--- src/rtl/serial_pattern_source.sv ---
// Serial pattern source: debounced step button walks a loaded pattern out MSB-first on w_out.
// Define PATTERN_LOOP_EN to repeat the pattern forever instead of stopping in DONE.
module serial_pattern_source #(
  parameter int WIDTH           = 8,
  parameter int DEBOUNCE_CYCLES = 500000,
  localparam int LW             = $clog2(WIDTH + 1),
  localparam int CW             = $clog2(DEBOUNCE_CYCLES)
) (
  input  logic             clock,
  input  logic             reset,
  input  logic             load,
  input  logic [WIDTH-1:0] pattern_in,
  input  logic [LW-1:0]    len,
  input  logic             step_raw,
  output logic             w_out,
  output logic             step_pulse,
  output logic             busy,
  output logic             done,
  output logic [LW-1:0]    bit_index
);

  typedef enum logic [1:0] {IDLE, READY, DONE} state_t;

  state_t           state, state_next;
  logic             sync1, sync2, level, level_prev;
  logic [CW-1:0]    count;
  logic             press;
  logic [WIDTH-1:0] pattern_reg, pattern_next, shifted;
  logic [LW-1:0]    len_reg, len_next, len_clamped, bit_index_next, sel;
  logic             w_next, pulse_next, last_bit;

  always_ff @(posedge clock or posedge reset) begin
    if (reset) begin
      sync1      <= 1'b0;
      sync2      <= 1'b0;
      level      <= 1'b0;
      level_prev <= 1'b0;
      count      <= '0;
    end else begin
      sync1      <= step_raw;
      sync2      <= sync1;
      level_prev <= level;
      // count only while the sample disagrees with the debounced level
      if (sync2 == level) begin
        count <= '0;
      end else if (count == CW'(DEBOUNCE_CYCLES - 1)) begin
        level <= sync2;
        count <= '0;
      end else begin
        count <= count + CW'(1);
      end
    end
  end

  assign press       = level & ~level_prev;
  assign len_clamped = (len == '0 || len > LW'(WIDTH)) ? LW'(WIDTH) : len;
  assign sel         = len_reg - bit_index - LW'(1);
  assign shifted     = pattern_reg >> sel;
  assign last_bit    = (bit_index == len_reg - LW'(1));

  always_comb begin
    state_next     = state;
    pattern_next   = pattern_reg;
    len_next       = len_reg;
    bit_index_next = bit_index;
    w_next         = w_out;
    pulse_next     = 1'b0;
    // load wins over a coincident press in every state
    if (load) begin
      pattern_next   = pattern_in;
      len_next       = len_clamped;
      bit_index_next = '0;
      state_next     = READY;
    end else if (state == READY && press) begin
      w_next     = shifted[0];
      pulse_next = 1'b1;
`ifdef PATTERN_LOOP_EN
      bit_index_next = last_bit ? '0 : bit_index + LW'(1);
`else
      bit_index_next = bit_index + LW'(1);
      if (last_bit) state_next = DONE;
`endif
    end
  end

  always_ff @(posedge clock or posedge reset) begin
    if (reset) begin
      state       <= IDLE;
      pattern_reg <= '0;
      len_reg     <= '0;
      bit_index   <= '0;
      w_out       <= 1'b0;
      step_pulse  <= 1'b0;
    end else begin
      state       <= state_next;
      pattern_reg <= pattern_next;
      len_reg     <= len_next;
      bit_index   <= bit_index_next;
      w_out       <= w_next;
      step_pulse  <= pulse_next;
    end
  end

  assign busy = (state == READY);
`ifdef PATTERN_LOOP_EN
  assign done = 1'b0;
`else
  assign done = (state == DONE);
`endif

endmodule
--- config.mk ---
export PLATFORM = sky130hd
export DESIGN_NAME = serial_pattern_source
export DESIGN_NICKNAME = d
export VERILOG_FILES = /design/src/rtl/serial_pattern_source.sv
export SDC_FILE = /design/constraint.sdc
export NUM_CORES = 1
export LEC_CHECK = 0
export CAP_MARGIN = 25
export CORE_MARGIN = 4
export CORE_UTILIZATION = 45
export DETAILED_ROUTE_END_ITERATION = 10
export PLACE_DENSITY = 0.79
export SLEW_MARGIN = 20
export SYNTH_ARGS = -nofsm -noshare
export SYNTH_HDL_FRONTEND = slang
export SYNTH_SLANG_ARGS = --single-unit
export TNS_END_PERCENT = 20
--- constraint.sdc ---
create_clock -name clock -period 2 [get_ports clock]
set_clock_uncertainty 0.05 [all_clocks]
set_input_delay 0.4 -clock clock [delete_from_list [all_inputs] [get_ports clock]]
set_output_delay 0.4 -clock clock [all_outputs]
set_load 0.01 [all_outputs]
==> results of run 1 <==
## cells by family after synthesis
logic type	count (synthesis)	synth area share, %
AOI/OAI and AO/OA	19	5.90
muxes	12	7.38
buffers and inverters	19	3.72
DFF	43	50.8
xor gates and xnor gates	24	9.92
and+or+nand+nor	73	17.8
adders and majority gates	7	4.49
## worst max-delay path, delay by kind of cell (launching register included)
kind | cells | cell delay [ns]
flops | 1 | 0.37
simple gates | 3 | 1.19
mux | 1 | 0.33
## cell usage in the layout (no fill, tap or decap), types with 3 or more instances in the layout
cell	n
a21oi_1	8
ha_1	6
nor4_1	5
xnor2_1	19
nand2_1	11
nor2_1	24
clkdlybuf4s50_1	23
nor3_1	5
dfrtp_1	43
or4_1	3
o21ai_0	3
mux2_2	9
nand3_1	6
inv_1	14
xor2_1	5
nand4_1	4
buf_4	13
clkbuf_8	5
## worst max-delay path by stage
stage               slack [ns]                end  cells past startpoint                 from
floorplan                -0.05  level$_DFFE_PP0P_                      4  count[10]$_DFF_PP0_
global placement         -0.04  level$_DFFE_PP0P_                      4  count[10]$_DFF_PP0_
detailed placement       -0.06  level$_DFFE_PP0P_                      4  count[10]$_DFF_PP0_
CTS                      -0.06  level$_DFFE_PP0P_                      4  count[10]$_DFF_PP0_
global route             -0.10  level$_DFFE_PP0P_                      4  count[10]$_DFF_PP0_
finish                   -0.05  level$_DFFE_PP0P_                      4  count[10]$_DFF_PP0_
## per-layer routing
layer / up-vias / share of wire, % / GRT usage (%)
met2: 23 / 50 / 24.4
li1: 756 / - / -
met3: 7 / 3.7 / 4.37
met5: - / 0 / 0
met4: 0 / 1.5 / 6.34
met1: 734 / 45 / 19.0
## cell usage after synthesis (2+ instances only)
master,count,area (µm²)
nor2_1,26,97.6
nand4_1,4,25.0
nor2b_1,2,12.5
inv_1,15,56.3
mux4_2,2,45.0
dfrtp_1,43,1080
o21ai_0,3,15.0
nand2_1,11,41.3
or4_1,3,22.5
nor4_1,5,31.3
clkbuf_1,2,7.51
nand3_1,6,30.0
a21o_1,2,15.0
or3_1,2,12.5
nor3_1,5,25.0
xnor2_1,19,166
a21oi_1,8,40.0
mux2_2,9,101
xor2_1,5,43.8
or2_2,2,12.5
o31ai_1,2,15.0
ha_1,6,75.1
## final cells by class
type                    instances  area, µm²  area share [%]
inverters                      15       56.3            2.15
multi-input cells             135        970            37.1
flip-flops and latches         43       1080            41.1
clock inverters                 1       5.00           0.191
clock buffers                   7       76.3            2.92
well taps                      52       65.1            2.49
repair buffers                 38        368            14.1
## timing repair
action                     CTS  global route
hold buffers                 0             0
setup endpoints to repair    5            20
pin swaps                    3             0
resized for setup            1             1
## report_power, final
group	internal [mW]	switching [mW]	total (mW)	leakage [nW]
registers	0.899	0.0209	0.919	0.564
logic	0.106	0.0822	0.189	0.479
clock network	0.245	0.279	0.525	0.0422
## per-stage QoR
step	area, µm²	hold WS (ns)	power, mW	setup TNS [ns]	setup slack, ns
after floorplan	2120	0.281	1.06	-0.459	-0.0452
after global placement	2530	0.282	1.12	-0.0366	-0.0366
after detailed placement	2530	0.285	1.13	-0.0624	-0.0624
after CTS	2610	0.303	1.65	-0.162	-0.0565
after global routing	2620	0.312	1.72	-1.08	-0.100
final	2620	0.301	1.63	-0.0682	-0.0493
==> metrics.cfg, run 1 <==
[outcome]
status = finished with violations
violations = setup timing

[placement]
placed_cells = 283
dpl.hpwl_um = 2840
port_buffers = 23
gp_congestion = 0.788

[pwr]
p_per_area_nw_per_um2 = 624
ir_worst_vdd_uv = 280
p_leak_nw = 1.09

[worst_setup_path]
reg2reg_from = count[10]$_DFF_PP0_
critPathLaunchType = register
reg2regPathDepth = 4
crit_required_ns = 2.13
endpoint_kind = register
worst_r2r_endpoint = level$_DFFE_PP0P_
r2r_slack_ns = -0.05
setup.worst_path.class = register to register
crit_chain = or4b_1, or4_4, nor2_2, mux2_2
worst_path_max_delay_cell = or4_4
worst_ep_arrival_time_ns = 2.18
cp_max_fo = 2
slowest_delay_ns = 0.57

[yosys]
syn_area_um2 = 2120
ys_async_sr_fraction_pct = 100
synthCells = 197
syn_nets = 220
yosysWarnings = 0
synth.distinct_cells = 37
synth-seq-area-share_pct = 50.8
ys.flop_type = dfrtp_1
syn_avg_cell_area_um2 = 10.8
synth_edf_count = 0
synth-seq-cells = 43

[grt]
grtUsageTotal_pct = 15.1
grt_pass1_vias = 1535
grt_pass1_wl_um = 7090
overflow = 0
antenna_found_initial = 0
grt_max_degree = 44

[drt]
first_iter_violations = 67
dr.pass1.iters = 4
routed_wl_um = 3920
vias = 1520
wl_per_cell_um = 13.5
drc = 0
vias_per_cell = 5.22
ant_nets = 0

[floorplan]
coreArea_um2 = 4440
die_x_um = 76.6
rows = 24
die_area_um2 = 5870
initial_utilization_pct = 47.7
die_y_um = 76.6
top_level_ports = 24

[timing]
slew-limit-headroom_pct = 62.1
setup_viol = 4
setup_ws_ns = -0.0493
clock.fmax_mhz = 488
hold_viol_final = 0
rsz0062_at_grt = yes
fin_crit_ns = 2.05
timing.final.crit_share_pct = 102
drv_slew = 0
worst_slew_pin_slew_ns = 0.563

[cells_and_area]
syn_to_final_growth_pct = 23.4
fillers = 383
stdcell_count = 291
postLayoutCoreUtil_pct = 58.9
drive_gt1_share_pct = 17.2
largest_register_ffs = 19
antennaDiodeCount = 0
nNetsFinal = 261

[cts]
clk_latency_ns = 0.29
clock_path_buffers = 2
cts.clk_slew.worst_paths_ns = 0.08
clock_sinks = 43
tritoncts = yes
cts_setup_buffers = 0
cts_inserted_buffers = 5
htreeDepth = 2
root_buffer = clkbuf_8

[run]
max_cap_viol_count = 0

[hold_path]
worst_hold_path.endpoint = sync2$_DFF_PP0_
hold_class = register to register
min_path_cells = 0
min_from = sync1$_DFF_PP0_

Note: power is estimated with default switching activity, not from simulation.
==> inputs of run 2 (changes only) <==
--- a/config.mk
+++ b/config.mk
@@ -9,7 +9,7 @@
 export CORE_MARGIN = 4
 export CORE_UTILIZATION = 45
 export DETAILED_ROUTE_END_ITERATION = 10
-export PLACE_DENSITY = 0.79
+export PLACE_DENSITY = 0.76
 export SLEW_MARGIN = 20
 export SYNTH_ARGS = -nofsm -noshare
 export SYNTH_HDL_FRONTEND = slang
==> constraint.sdc (replaced) <==
create_clock -name clock -period 2.31 [get_ports clock]
set_clock_uncertainty 0.05 [all_clocks]
set_input_delay 0.462 -clock clock [delete_from_list [all_inputs] [get_ports clock]]
set_output_delay 0.462 -clock clock [all_outputs]
set_load 0.01 [all_outputs]
==> run 2 against run 1 <==
  * The flow now finishes without violations
  * Setup slack better by 0.24 ns
  * Core utilization decreased by 1.4 points
  * Via count is 2.1% lower
  * Die area unchanged
  * Combinational power decreased by 15%
  * Critical path type unchanged
==> metrics.cfg, run 2 (synthesized netlist as in run 1, its figures left out) <==
[outcome]
status = completed

[cells_and_area]
largest_register_ffs = 19  ; unchanged
mostFrequentLayoutCells = dfrtp_1 (43), nor2_1 (26), clkdlybuf4s50_1 (23)
antennaDiodeCount = 0  ; unchanged
drive_gt1_share_pct = 13.1  ; -4.1 points
final_common_cell = dfrtp_1
design_area_um2 = 2550  ; -2.4%
nNetsFinal = 252  ; -3.4%
syn_to_final_growth_pct = 20.4

[timing]
rsz0062_at_grt = no
hold_viol_final = 0  ; unchanged
drv_slew = 0  ; unchanged
setup_tns_ns = 0  ; +0.0682 ns
timing.final.crit_share_pct = 91.7  ; -11 points
slew-limit-headroom_pct = 59.4  ; -2.8 points
fin_crit_ns = 2.12  ; +0.0678 ns
clock.fmax_mhz = 472  ; -3.2%
worst_slew_pin_slew_ns = 0.608  ; +0.0449 ns
setup_viol = 0  ; -4

[placement]
placed_area_um2 = 2450  ; -3.2%
gp_congestion = 0.796  ; +0.99%
port_buffers = 23  ; unchanged
dpl.hpwl_um = 2830  ; -0.34%

[cts]
cts_setup_buffers = 0  ; unchanged
root_buffer = clkbuf_8
clock_path_buffers = 2  ; unchanged
ctsResizeCount = 0  ; -1
tritoncts = yes
clk_latency_ns = 0.29  ; about the same
clock_sinks = 43  ; unchanged
cts.clk_slew.worst_paths_ns = 0.08  ; about the same
cts_inserted_buffers = 5  ; unchanged
postCtsHoldBufs = 0  ; unchanged
htreeDepth = 2  ; unchanged

[worst_setup_path]
endpoint_kind = register
setup.worst_path.class = register to register
slowest_delay_ns = 0.57  ; about the same
reg2reg_from = count[14]$_DFF_PP0_
worst_ep_arrival_time_ns = 2.25  ; +0.07 ns
cp.depth = 4  ; unchanged
cp_top_family = simple AND/OR/NAND/NOR gates
critPathLaunchType = register
worst_r2r_endpoint = level$_DFFE_PP0P_
crit_required_ns = 2.44  ; +0.31 ns
cp-startpoint = count[14]$_DFF_PP0_
crit_end = level$_DFFE_PP0P_
reg2regPathDepth = 4  ; unchanged
crit_buf_inv = 0  ; unchanged
r2r_slack_ns = 0.19  ; +0.24 ns
crit_chain = or4b_1, or4_4, nor2_1, mux2_2
worst_path_max_delay_cell = or4_4
cp_max_fo = 4  ; +2

[drt]
wl_per_cell_um = 13.8  ; +2.2%
ant_nets = 0  ; unchanged
drc = 0  ; unchanged
vias = 1488  ; -2.1%
vias_per_cell = 5.30  ; +1.4%
first_iter_violations = 62  ; -7.5%
dr.pass1.iters = 4  ; unchanged
routed_wl_um = 3870  ; -1.3%

[floorplan]
coreArea_um2 = 4440  ; unchanged
initial_utilization_pct = 47.7  ; unchanged
die_area_um2 = 5870  ; unchanged
die_x_um = 76.6  ; unchanged
top_level_ports = 24  ; unchanged
die_y_um = 76.6  ; unchanged
rows = 24  ; unchanged

[pwr]
p_leak_nw = 1.05  ; -3.8%
p_total_mw = 1.51  ; -7.4%
p_per_area_nw_per_um2 = 592  ; -5.0%
ir_worst_vdd_uv = 323  ; +15%

[grt]
grtUsageTotal_pct = 14.4  ; -0.74 points
grt_pass1_vias = 1428  ; -7.0%
antenna_found_initial = 0  ; unchanged
overflow = 0  ; unchanged
grt_pass1_wl_um = 6740  ; -4.9%
grt_max_degree = 44  ; unchanged

[run]
max_cap_viol_count = 0  ; unchanged

[hold_path]
hold_class = register to register

## run 2: cell count changes in the layout (fill, tap and decap cells not counted)
cell / before / now
nor2_1: 24 / 26
bufinv_16: 0 / 1
buf_12: 2 / 1
buf_4: 13 / 5
clkinv_2: 1 / 0
nor2_2: 2 / 0
clkbuf_1: 2 / 1
## run 2: worst min path at each step
stage / startpoint / endpoint / slack (ns) / cells after the start
after floorplan: sync1$_DFF_PP0_ / sync2$_DFF_PP0_ / 0.28 / 0
after global placement: sync1$_DFF_PP0_ / sync2$_DFF_PP0_ / 0.28 / 0
after detailed placement: sync1$_DFF_PP0_ / sync2$_DFF_PP0_ / 0.29 / 0
after CTS: sync1$_DFF_PP0_ / sync2$_DFF_PP0_ / 0.30 / 0
after global routing: sync1$_DFF_PP0_ / sync2$_DFF_PP0_ / 0.31 / 0
final: sync1$_DFF_PP0_ / sync2$_DFF_PP0_ / 0.30 / 0
## run 2: power breakdown
group | internal (mW) | switching, mW
Sequential | 0.778 | 0.0194
Clock | 0.317 | 0.237
Combinational | 0.0894 | 0.0718
Total | 1.18 | 0.328
## run 2: metal layers
metal / share of wire [%] / vias to the layer above / global-route usage [%]
met3: 4.5 / 7 / 4.02
met4: 1.8 / 0 / 6.16
met1: 46 / 710 / 18.7
met5: 0 / - / 0
li1: - / 742 / -
met2: 47 / 29 / 22.6
## run 2: final cells by class
| cell class | instances | area, µm² |
|---|---|---|
| Sequential cell | 43 | 1080 |
| Timing Repair Buffer | 29 | 288 |
| Inverter | 15 | 56.3 |
| Clock buffer | 6 | 72.6 |
| Multi-Input combinational cell | 135 | 965 |
| Tap cell | 52 | 65.1 |
| Fill cell | 390 | 1890 |
| Clock inverter | 1 | 30.0 |
## run 2: per-stage QoR
stage / hold slack (ns) / cells / setup slack [ns] / util [%]
2_1_floorplan: 0.281 / 197 / 0.251 / -
3_5_place_dp: 0.286 / 274 / 0.193 / 55.1
4_1_cts: 0.303 / 281 / 0.180 / 57.4
5_1_grt: 0.309 / 281 / 0.118 / 57.4
3_3_place_gp: 0.283 / 274 / 0.217 / 55.1
6_report: 0.301 / 281 / 0.193 / 57.4
